**src/rtl/fetch_pipe_ctrl.sv**
```systemverilog
// fetch_pipe_ctrl: PC and IF/ID register control driven by hazard unit.
// Applies stall/flush, issues ID/EX bubbles, keeps hazard debug stats.
module fetch_pipe_ctrl #(
  parameter logic [31:0] RESET_PC  = 32'h0000_0000,
  parameter logic [31:0] NOP_INSTR = 32'h0000_0013,
  parameter int unsigned MAX_STALL = 8
) (
  input  logic        clock,
  input  logic        reset,
  input  logic        stall_IFID,
  input  logic        stall_IDEX,
  input  logic        flush,
  input  logic [31:0] stall_code,
  input  logic [31:0] branch_target,
  input  logic [31:0] instr_IF,
  output logic [31:0] pc_IF,
  output logic [31:0] pc_ID,
  output logic [31:0] instr_ID,
  output logic        valid_ID,
  output logic        bubble_EX,
  output logic [31:0] stall_count,
  output logic [31:0] flush_count,
  output logic [3:0]  last_code,
  output logic        illegal_code,
  output logic        stall_timeout
);

  localparam logic [7:0]  RUN_LIM = 8'(MAX_STALL);
  localparam logic [7:0]  RUN_MAX = 8'hFF;
  localparam logic [31:0] CNT_MAX = 32'hFFFF_FFFF;

  typedef struct packed {
    logic [31:0] pc;
    logic [31:0] instr;
    logic        valid;
  } if_id_t;

  if_id_t      if_id_q;
  if_id_t      if_id_d;
  logic [31:0] pc_d;
  logic [7:0]  run_q;
  logic [7:0]  run_d;
  logic        do_flush;
  logic        do_stall;
  logic        code_ok;

  assign do_flush = flush;
  assign do_stall = stall_IFID & ~flush;

  assign pc_ID    = if_id_q.pc;
  assign instr_ID = if_id_q.instr;
  assign valid_ID = if_id_q.valid;

  // Next fetch PC and IF/ID contents: flush > stall > advance
  always_comb begin
    pc_d    = pc_IF;
    if_id_d = if_id_q;
    unique case (1'b1)
      do_flush: begin
        pc_d    = {branch_target[31:2], 2'b00};
        if_id_d = '{pc: 32'h0, instr: NOP_INSTR, valid: 1'b0};
      end
      do_stall: begin
        pc_d    = pc_IF;
        if_id_d = if_id_q;
      end
      default: begin
        pc_d    = pc_IF + 32'd4;
        if_id_d = '{pc: pc_IF, instr: instr_IF, valid: 1'b1};
      end
    endcase
  end

  // Hazard code legality
  always_comb begin
    code_ok = 1'b0;
    case (stall_code)
      32'h0, 32'h1, 32'hA, 32'hB, 32'hF: code_ok = 1'b1;
      default:                           code_ok = 1'b0;
    endcase
  end

  // Stall-run length for the watchdog, saturating
  always_comb begin
    run_d = 8'h0;
    if (do_stall)
      run_d = (run_q == RUN_MAX) ? RUN_MAX : run_q + 8'd1;
  end

  // Fetch PC, IF/ID register and bubble request
  always_ff @(posedge clock) begin
    if (!reset) begin
      pc_IF     <= RESET_PC;
      if_id_q   <= '{pc: 32'h0, instr: NOP_INSTR, valid: 1'b0};
      bubble_EX <= 1'b1;
    end else begin
      pc_IF     <= pc_d;
      if_id_q   <= if_id_d;
      bubble_EX <= flush | stall_IDEX;
    end
  end

  // Saturating stall/flush statistics
  always_ff @(posedge clock) begin
    if (!reset) begin
      stall_count <= 32'h0;
      flush_count <= 32'h0;
    end else begin
      if (do_stall && stall_count != CNT_MAX)
        stall_count <= stall_count + 32'd1;
      if (do_flush && flush_count != CNT_MAX)
        flush_count <= flush_count + 32'd1;
    end
  end

  // Hazard code capture and sticky illegal flag
  always_ff @(posedge clock) begin
    if (!reset) begin
      last_code    <= 4'h0;
      illegal_code <= 1'b0;
    end else begin
      if (stall_code != 32'h0)
        last_code <= stall_code[3:0];
      if (!code_ok)
        illegal_code <= 1'b1;
    end
  end

  // Stall watchdog, sticky until reset
  always_ff @(posedge clock) begin
    if (!reset) begin
      run_q         <= 8'h0;
      stall_timeout <= 1'b0;
    end else begin
      run_q <= run_d;
      if (do_stall && run_d == RUN_LIM)
        stall_timeout <= 1'b1;
    end
  end

endmodule
```
**config.mk**
```make
export PLATFORM = sky130hd
export DESIGN_NAME = fetch_pipe_ctrl
export DESIGN_NICKNAME = d
export VERILOG_FILES = /design/src/rtl/fetch_pipe_ctrl.sv
export SDC_FILE = /design/constraint.sdc
export NUM_CORES = 1
export LEC_CHECK = 0
export BUFFER_PORTS_ARGS = -buffer_cell sky130_fd_sc_hd__buf_2
export CAP_MARGIN = 20
export CORE_UTILIZATION = 45
export DETAILED_ROUTE_END_ITERATION = 16
export PLACE_DENSITY = 0.76
export SLEW_MARGIN = 40
export SYNTH_ARGS = -nofsm -noshare
export SYNTH_HDL_FRONTEND = slang
export SYNTH_SLANG_ARGS = --single-unit
```
**constraint.sdc**
```tcl
create_clock -name clock -period 2 [get_ports clock]
set_input_delay 0.4 -clock clock [delete_from_list [all_inputs] [get_ports clock]]
set_output_delay 0.4 -clock clock [all_outputs]
set_load 0.005 [all_outputs]
```
### Word level (Yosys, flattened, before mapping)

Cells that the tools add are included.

| word-level totals | value |
|---|---|
| register bits after elaboration | 176 |

| operators by class | value |
|---|---|
| add/sub/neg operators | 4 |
| equal/unequal tests | 8 |
| muxes and demuxes | 5 |
| bitwise logic cells | 3 |
| reduce and logical (&&, ||, !) cells | 6 |

Operators by type and width:

| cell | number |
|---|---|
| 65-bit case mux with 2 select lines | 1 |
| 32-bit by 4-bit equality test with 1-bit output, second input constant | 3 |
| 32-bit by 1-bit adder with 32-bit output, second input constant | 2 |
| 32-bit != test, second input constant | 2 |
| 32-bit case mux with 2 select lines | 1 |
| 32-bit by 3-bit adder with 32-bit output, second input constant | 1 |
| 32-bit by 1-bit equality test with 1-bit output, second input constant | 1 |
| 32-bit logical NOT | 1 |
| 32-bit nonzero test | 1 |
| 8-bit two-way mux | 2 |
| 8-bit by 1-bit adder with 8-bit output, second input constant | 1 |
| 8-bit by 4-bit equality test with 1-bit output, second input constant | 1 |
| 8-bit equality test, second input constant | 1 |
| 5-bit OR reduction | 1 |
| 1-bit logical AND | 3 |
| 1-bit bitwise AND | 1 |
| 1-bit two-way mux | 1 |
| 1-bit NOT | 1 |
| 1-bit bitwise OR | 1 |

### Depth between registers and ports, before layout

Gate-level depths: netlist (run 1).

| logic depth | value |
|---|---|
| word-level depth | 5 |
| depth in mapped cells | 8 |

### Least setup slack after synthesis (run 1)

Ideal clock, no wire load.

| timing | value |
|---|---|
| path kind | register to register |
| from | reg stall_count[21] |
| to | reg stall_count[4] |
| arrival time | 1.805 ns |
| data required time | 1.872 ns |
| setup slack | 0.068 ns |
| cell stages (with the launch flop) | 8 |
| buffers on the path | 2 |
| cell sequence | dfxtp_1 nand4_2 or4_4 buf_6 buf_6 o311ai_4 xor2_1 nor2_1 |

| on the way | value |
|---|---|
| word-level cells in the longest chain between the ends | 2 |

Ends and longest elaborated chain:

| item | RTL line | RTL |
|---|---|---|
| start: declaration | 21 | `output logic [31:0] stall_count,` |
| start signal: assignment | 110 | `stall_count <= stall_count + 32'd1;` |
| 32-bit != test | 109 | `if (do_stall && stall_count != CNT_MAX)` |
| 1-bit logical AND | 109 |  |

No other way between the ends.
A chain may end at the register's enable or synchronous reset.

### Final worst setup path (run 1)

| timing | value |
|---|---|
| from | reg stall_count[23] |
| to | reg stall_count[4] |

Same word-level chain as after synthesis.

==> flow_metrics.tcl, run 1 <==
set metrics [dict create \
    placed_cells 1342 \
    mostFrequentLayoutCell "buf_2" \
    synth_edf_count 0 \
    met1_length_mm 9.440 \
    via_count 7500 \
    gp_congestion 0.8262 \
    wl_met2_mm 10.43 \
    dpl_cell_area_sq_um 9582 \
    wl_per_cell_um 15.54 \
    io_pins 269 \
    hold_depth 2 \
    worstPathMaxFanout 8 \
    cp_top_family "simple AND/OR/NAND/NOR gates" \
    crit_buf_inv 1 \
    die_area_sq_um 17420 \
    critPathLaunchType "register" \
    finalCritPeriodShare_pct 96.99 \
    grt-ovfl-total 0 \
    final-setup-viol-count 0 \
    nNetsFinal 1251 \
    cp.required_ns 2.32 \
    path_clk_slew_ns 0.07 \
    min_path_type "input port to register" \
    grt_start_max_net_pins 53 \
    syn_inst 830 \
    status "finished, final reports clean" \
    cpPeakStageDelay_ns 0.64 \
    r2r-start "stall_count[23]" \
    rr_worst_depth 6 \
    ys_seq_area_share_pct 45.56 \
    fin_util_pct 62.12 \
    cts_sinks 173 \
    critPathCaptureType "register" \
    place_ws_ns -0.009084 \
    syn_area_sq_um 7602 \
    slew_violations 0 \
    maxCapViolations 0 \
    clk_latency_ns 0.42 \
    r2r-end "stall_count[4]" \
    top_layer_used "met5" \
    syn2layout_area_growth_pct 35.02 \
    tns_ns 0 \
    grt_pass1_wl_mm 34.47 \
    place_hpwl_mm 15.65 \
    wl_met3_mm 1.221 \
    yosysUniqueCellTypes 62 \
    cts_tree "built" \
    cp.depth 6 \
    rsz0062_at_grt "true" \
    finalInstanceArea_sq_um 10260 \
    syn_avg_cell_area_sq_um 9.159 \
    antenna_found_initial 2 \
    hold-path-endpoint "instr_ID[7]" \
    path_class "register to register" \
    antenna_left 0 \
    htree_levels 4 \
    layoutNonFillerInstCount 1380 \
    clk_path_buf_depth 2 \
    p_leak_nw 4.442 \
    drive_above_1_share_pct 35.12 \
    coreArea_sq_um 16520 \
    synth_top_flop_cell "dfxtp_1" \
    cts_buffers 17 \
    grt_pass1_vias 6836 \
    critPathArrivalTime_ns 2.26 \
    synth_seq_cells 173 \
    drt-total-wl_mm 21.45 \
    multi_input_area_sq_um 3895 \
    r2r_setup_slack_ns 0.06 \
    viasPerCell 5.435 \
    fp.dieW_um 132.0 \
    fmax_mhz 515.5 \
    first_pass_iters 7 \
    crit_slowest_cell "or4_4" \
    cts_hold_buf 0 \
    hold_viol 0 \
    crit_chain "nand4_2, or4_4, buf_6, o311ai_4, xor2_1, nor2_1" \
    clockRootBuffer "clkbuf_16" \
    seqCellArea_sq_um 3465 \
    min_from "instr_IF[7]" \
    skew_ns 0.009304 \
    layout_common_cells "264 x buf_2, 172 x dfxtp_1, 77 x buf_4, 63 x a21oi_1, 61 x nor2_1" \
    drtIter0Drc 340 \
    setup_ws_ns 0.06022 \
    period_minus_slack_ns 1.940 \
    fill_cells 1398 \
    start_util_pct 46.01 \
    synth_warnings 0 \
    vdd_drop_max_uv 570.1 \
    post-route-drc-count 0 \
    cellPowerDensity_nw_per_um2 727.5 \
    synth-async-reset-ratio_pct 0 \
    fp-row-count 47 \
    die_y_um 132.0 \
    grt_usage_pct 24.49 \
    io_buffers 264 \
]
==> flip-flops by register name, summed over array words and instances, names as in the netlist, 4 cells and up <==
name,flops
run_q,8
pc_ID,31
flush_count,32
pc_IF,30
instr_ID,32
stall_count,32
last_code,4
==> synthesized netlist by cell type, types with 3 or more instances <==
cell type | number | share of area, %
nor3_1 | 16 | 1.1
buf_6 | 3 | 0.44
or3_1 | 17 | 1.4
o21ai_1 | 3 | 0.20
nand4_1 | 28 | 2.3
nor4_2 | 3 | 0.49
nand3_1 | 44 | 2.9
nand2_1 | 47 | 2.3
nor4_1 | 23 | 1.9
o31ai_1 | 10 | 0.99
a21oi_1 | 63 | 4.1
xor2_1 | 20 | 2.3
mux2i_1 | 15 | 2.0
a31oi_1 | 5 | 0.41
nand2b_1 | 4 | 0.33
a211oi_1 | 11 | 1.1
clkbuf_1 | 34 | 1.7
or4_1 | 13 | 1.3
dfxtp_1 | 173 | 46
and3_1 | 16 | 1.3
buf_4 | 5 | 0.49
o21ai_0 | 37 | 2.4
buf_2 | 5 | 0.33
o32a_1 | 3 | 0.40
inv_1 | 19 | 0.94
a22o_1 | 52 | 6.0
nor2_1 | 63 | 3.1
ha_1 | 4 | 0.66
xnor2_1 | 37 | 4.3
and4_1 | 11 | 1.3
==> final cells by class <==
type | instances | area share [%]
clock inverters | 15 | 1.572
flip-flops and latches | 173 | 33.75
repair buffers | 345 | 19.11
multi-input cells | 588 | 37.95
diodes | 1 | 0.02438
clock buffers | 17 | 4.144
inverters | 21 | 0.7679
well taps | 220 | 2.682
==> stage by stage <==
stage | total power [mW] | hold WS [ns]
after floorplan | 3.923 | 0.4421
after detailed placement | 4.229 | 0.4372
after CTS | 7.532 | 0.1754
after global placement | 4.217 | 0.4309
after global routing | 7.760 | 0.1721
final | 7.468 | 0.1963
==> layer usage <==
| metal | track usage, % | up-vias |
|---|---|---|
| li1 | - | 3713 |
| met1 | 30.82 | 3530 |
| met2 | 41.56 | 229 |
| met3 | 5.652 | 26 |
| met4 | 7.494 | 2 |
| met5 | 0 | - |
==> worst max path at each step <==
stage / startpoint / end / slack [ns]
after floorplan: stall_count[21] / stall_count[4] / 0.07
after global placement: flush / stall_count[19] / 0.01
after detailed placement: stall_count[23] / stall_count[31] / -0.009
after CTS: stall_count[23] / stall_count[31] / -0.03
after global routing: stall_count[23] / stall_count[29] / -0.004
final: stall_count[23] / stall_count[4] / 0.06
==> what timing repair did <==
item                       CTS  global route
hold endpoints to repair     0             0
buffers inserted             2             3
setup endpoints to repair    4            29
resized for setup            0            13
pin swaps                    0             3
==> power breakdown <==
part,switching (mW),total [mW],internal [mW]
Combinational,0.272,0.531,0.258
Sequential,0.0837,3.62,3.53
Clock,1.46,3.32,1.86
Total,1.82,7.47,5.65
==> cells by family (layout without fill, tap and decap cells) <==
| family | Yosys count | in the layout | share of synthesized area, % |
|---|---|---|---|
| AOI/OAI and AO/OA | 204 | 204 | 18.48 |
| xor gates and xnor gates | 57 | 57 | 6.567 |
| adders and majority gates | 4 | 4 | 0.6584 |
| buffers and inverters | 70 | 398 | 4.082 |
| DFF | 173 | 173 | 45.56 |
| muxes | 15 | 15 | 1.975 |
| other | 1 | 3 | 0.04933 |
| and+or+nand+nor | 306 | 306 | 22.63 |
No activity file was read; power rests on OpenSTA's default activity.
==> inputs of run 2 (changes only) <==
--- a/config.mk
+++ b/config.mk
@@ -5,9 +5,10 @@
 export SDC_FILE = /design/constraint.sdc
 export NUM_CORES = 1
 export LEC_CHECK = 0
+export ABC_AREA = 1
 export BUFFER_PORTS_ARGS = -buffer_cell sky130_fd_sc_hd__buf_2
 export CAP_MARGIN = 20
-export CORE_UTILIZATION = 45
+export CORE_UTILIZATION = 47
 export DETAILED_ROUTE_END_ITERATION = 16
 export PLACE_DENSITY = 0.76
 export SLEW_MARGIN = 40
==> flow_metrics.tcl, run 2 <==
set metrics [dict create \
    clk_path_buf_depth 2 \
    syn_area_sq_um 9189 \
    r2r-end "flush_count[17]" \
    grt_usage_pct 27.92 \
    synth_seq_cells 173 \
    yosysUniqueCellTypes 39 \
    crit_buf_inv 1 \
    sw_frac_of_total_pct 25.31 \
    fp.dieW_um 141.8 \
    crit_top_cell "nand2_1" \
    fp-row-count 50 \
    cts_sinks 173 \
    hold_depth 3 \
    hold_viol 0 \
    syn2layout_area_growth_pct 25.12 \
    finalCritPeriodShare_pct 91.98 \
    min_from "stall_IDEX" \
    critPathArrivalTime_ns 2.16 \
    synth_top_flop_cell "dfxtp_1" \
    grt-ovfl-total 0 \
    synth_top_area_share_pct 37.69 \
    cts_buffers 17 \
    place_hpwl_mm 19.94 \
    die_area_sq_um 20110 \
    htree_levels 4 \
    finalPower_mw 8.047 \
    die_y_um 141.8 \
    wl_per_cell_um 14.26 \
    synthTopCellsByArea "dfxtp_1 38%, nand2_1 21%, nor2_1 8.2%, a21oi_1 5.3%, o21ai_0 3.6%" \
    clk_latency_ns 0.43 \
    nNetsFinal 1779 \
    cellPowerDensity_nw_per_um2 699.9 \
    yosysMostFrequentCell "nand2_1" \
    p_int_mw 6.010 \
    layout_common_cells "517 x nand2_1, 264 x buf_2, 200 x nor2_1, 172 x dfxtp_1, 98 x a21oi_1" \
    pwr-share-comb_pct 8.7 \
    cp.required_ns 2.32 \
    skew_ns 0.01323 \
    coreArea_sq_um 18960 \
    place_ws_ns -0.003959 \
    yosys.area.top_type "dfxtp_1" \
    setup_ws_ns 0.1605 \
    clockRootBuffer "clkbuf_16" \
    mostFrequentLayoutCell "nand2_1" \
    path_clk_slew_ns 0.07 \
    ys_seq_area_share_pct 37.69 \
    cpPeakStageDelay_ns 0.39 \
    syn_inst 1414 \
    placed_cells 1915 \
    maxCapViolations 0 \
    post-route-drc-count 0 \
    tns_ns 0 \
    r2r-start "flush_count[1]" \
    antenna_found_initial 2 \
    synth-async-reset-ratio_pct 0 \
    io_pins 269 \
    vdd_drop_max_uv 553.5 \
    antenna_left 0 \
    first_pass_iters 6 \
    fmax_mhz 543.6 \
    grt_pass1_vias 9187 \
    critPathLaunchType "register" \
    slew_violations 0 \
    seq_power_share_pct 45.2 \
    path_class "register to register" \
    viasPerCell 5.146 \
    start_util_pct 48.48 \
    gp_congestion 0.9654 \
    via_count 10030 \
    switchingPower_mw 2.037 \
    drtIter0Drc 701 \
    critPathCaptureType "register" \
    drt-total-wl_mm 27.79 \
    syn_avg_cell_area_sq_um 6.498 \
    pwr-share-clk_pct 46.0 \
    hold-path-endpoint "bubble_EX" \
    worstPathMaxFanout 32 \
    layoutNonFillerInstCount 1949 \
    drive_above_1_share_pct 23.06 \
    min_path_type "input port to register" \
    r2r_setup_slack_ns 0.16 \
    grt_start_max_net_pins 75 \
    status "finished, final reports clean" \
    synthTopCellsByCount "518 x nand2_1, 200 x nor2_1, 173 x dfxtp_1, 98 x a21oi_1, 79 x inv_1" \
    p_leak_nw 4.892 \
    rr_worst_depth 12 \
    crit_slowest_cell "dfxtp_1" \
    final-setup-viol-count 0 \
    grt_pass1_wl_mm 45.01 \
    synth_warnings 0 \
    synth_edf_count 0 \
    period_minus_slack_ns 1.840 \
    io_buffers 264 \
    cts_tree "built" \
    cp_top_family "simple AND/OR/NAND/NOR gates" \
    crit_chain "ha_2, nand2_1, nor2_4, nand2_2, nor2_2, nand2_1, nand2_4, inv_6, nand2_1, nand2_1, nand2_1, nor2_1" \
]
## run 2: through the flow
step	hold slack [ns]	utilization, %	instance area (sq um)
after detailed placement	0.4394	56.93	10790
after floorplan	0.4466	-	9193
after global placement	0.4340	56.93	10790
after CTS	0.1334	60.38	11450
final	0.1453	60.65	11500
after global routing	0.1475	60.65	11500
## run 2: cell families (layout without fill, tap and decap cells)
kind of cell	after synthesis	after routing	share of synthesized area, %
flip-flops	173	173	37.69
XOR/XNOR	34	34	3.241
buffers and inverters	142	414	7.380
adder cells (fa/ha/maj)	4	4	0.5447
other	1	4	0.04081
AND/OR/NAND/NOR	831	831	37.00
AO/OA/AOI/OAI	229	229	14.11
## run 2: final cells by class
cell class,instances,area [sq um]
diodes,2,5.005
clock buffers,19,452.9
clock inverters,13,198.9
fillers,1813,7458
inverters,85,327.8
multi-input cells,1100,5084
flip-flops and latches,173,3465
well taps,260,325.3
repair buffers,297,1639
## run 2: worst max-delay path by stage
stage                   start               to  slack [ns]  cells past startpoint
2_1_floorplan  flush_count[1]  flush_count[18]        0.37                     13
3_3_place_gp   flush_count[1]  flush_count[17]        0.08                     12
3_5_place_dp   flush_count[1]  flush_count[17]      -0.004                     12
4_1_cts        flush_count[1]  flush_count[17]        0.09                     12
5_1_grt        flush_count[1]  flush_count[17]       -0.01                     12
6_report       flush_count[1]  flush_count[17]        0.16                     12
## run 2: metal layers
layer,routed length (um),up-vias,part of all wire [%],track usage (%)
met1,12370,4571,45,36.12
met5,0,-,0,0
met4,734,0,2.6,10.98
met2,12940,357,47,46.46
li1,-,5047,-,-
met3,1736,55,6.2,4.522
## run 2: timing repair
item | in CTS | in global routing
hold buffers | 0 | 0
buffers inserted | 0 | 0
setup endpoints to repair | 2 | 40
cloned | 0 | 0
resized for setup | 1 | 15
## run 2: worst min-delay path, cell delays in order
cell and delay [ns]:
buf_2 0.07, nor2_1 0.03, nand2_1 0.04
## run 2: power groups by stage
stage	clock (mW)	sequential, mW	combinational [mW]
CTS	3.76	3.64	0.696
finish	3.70	3.64	0.703
detailed placement	0	3.71	0.692
global route	3.88	3.65	0.780
global placement	0	3.71	0.682
floorplan	0	3.71	0.379
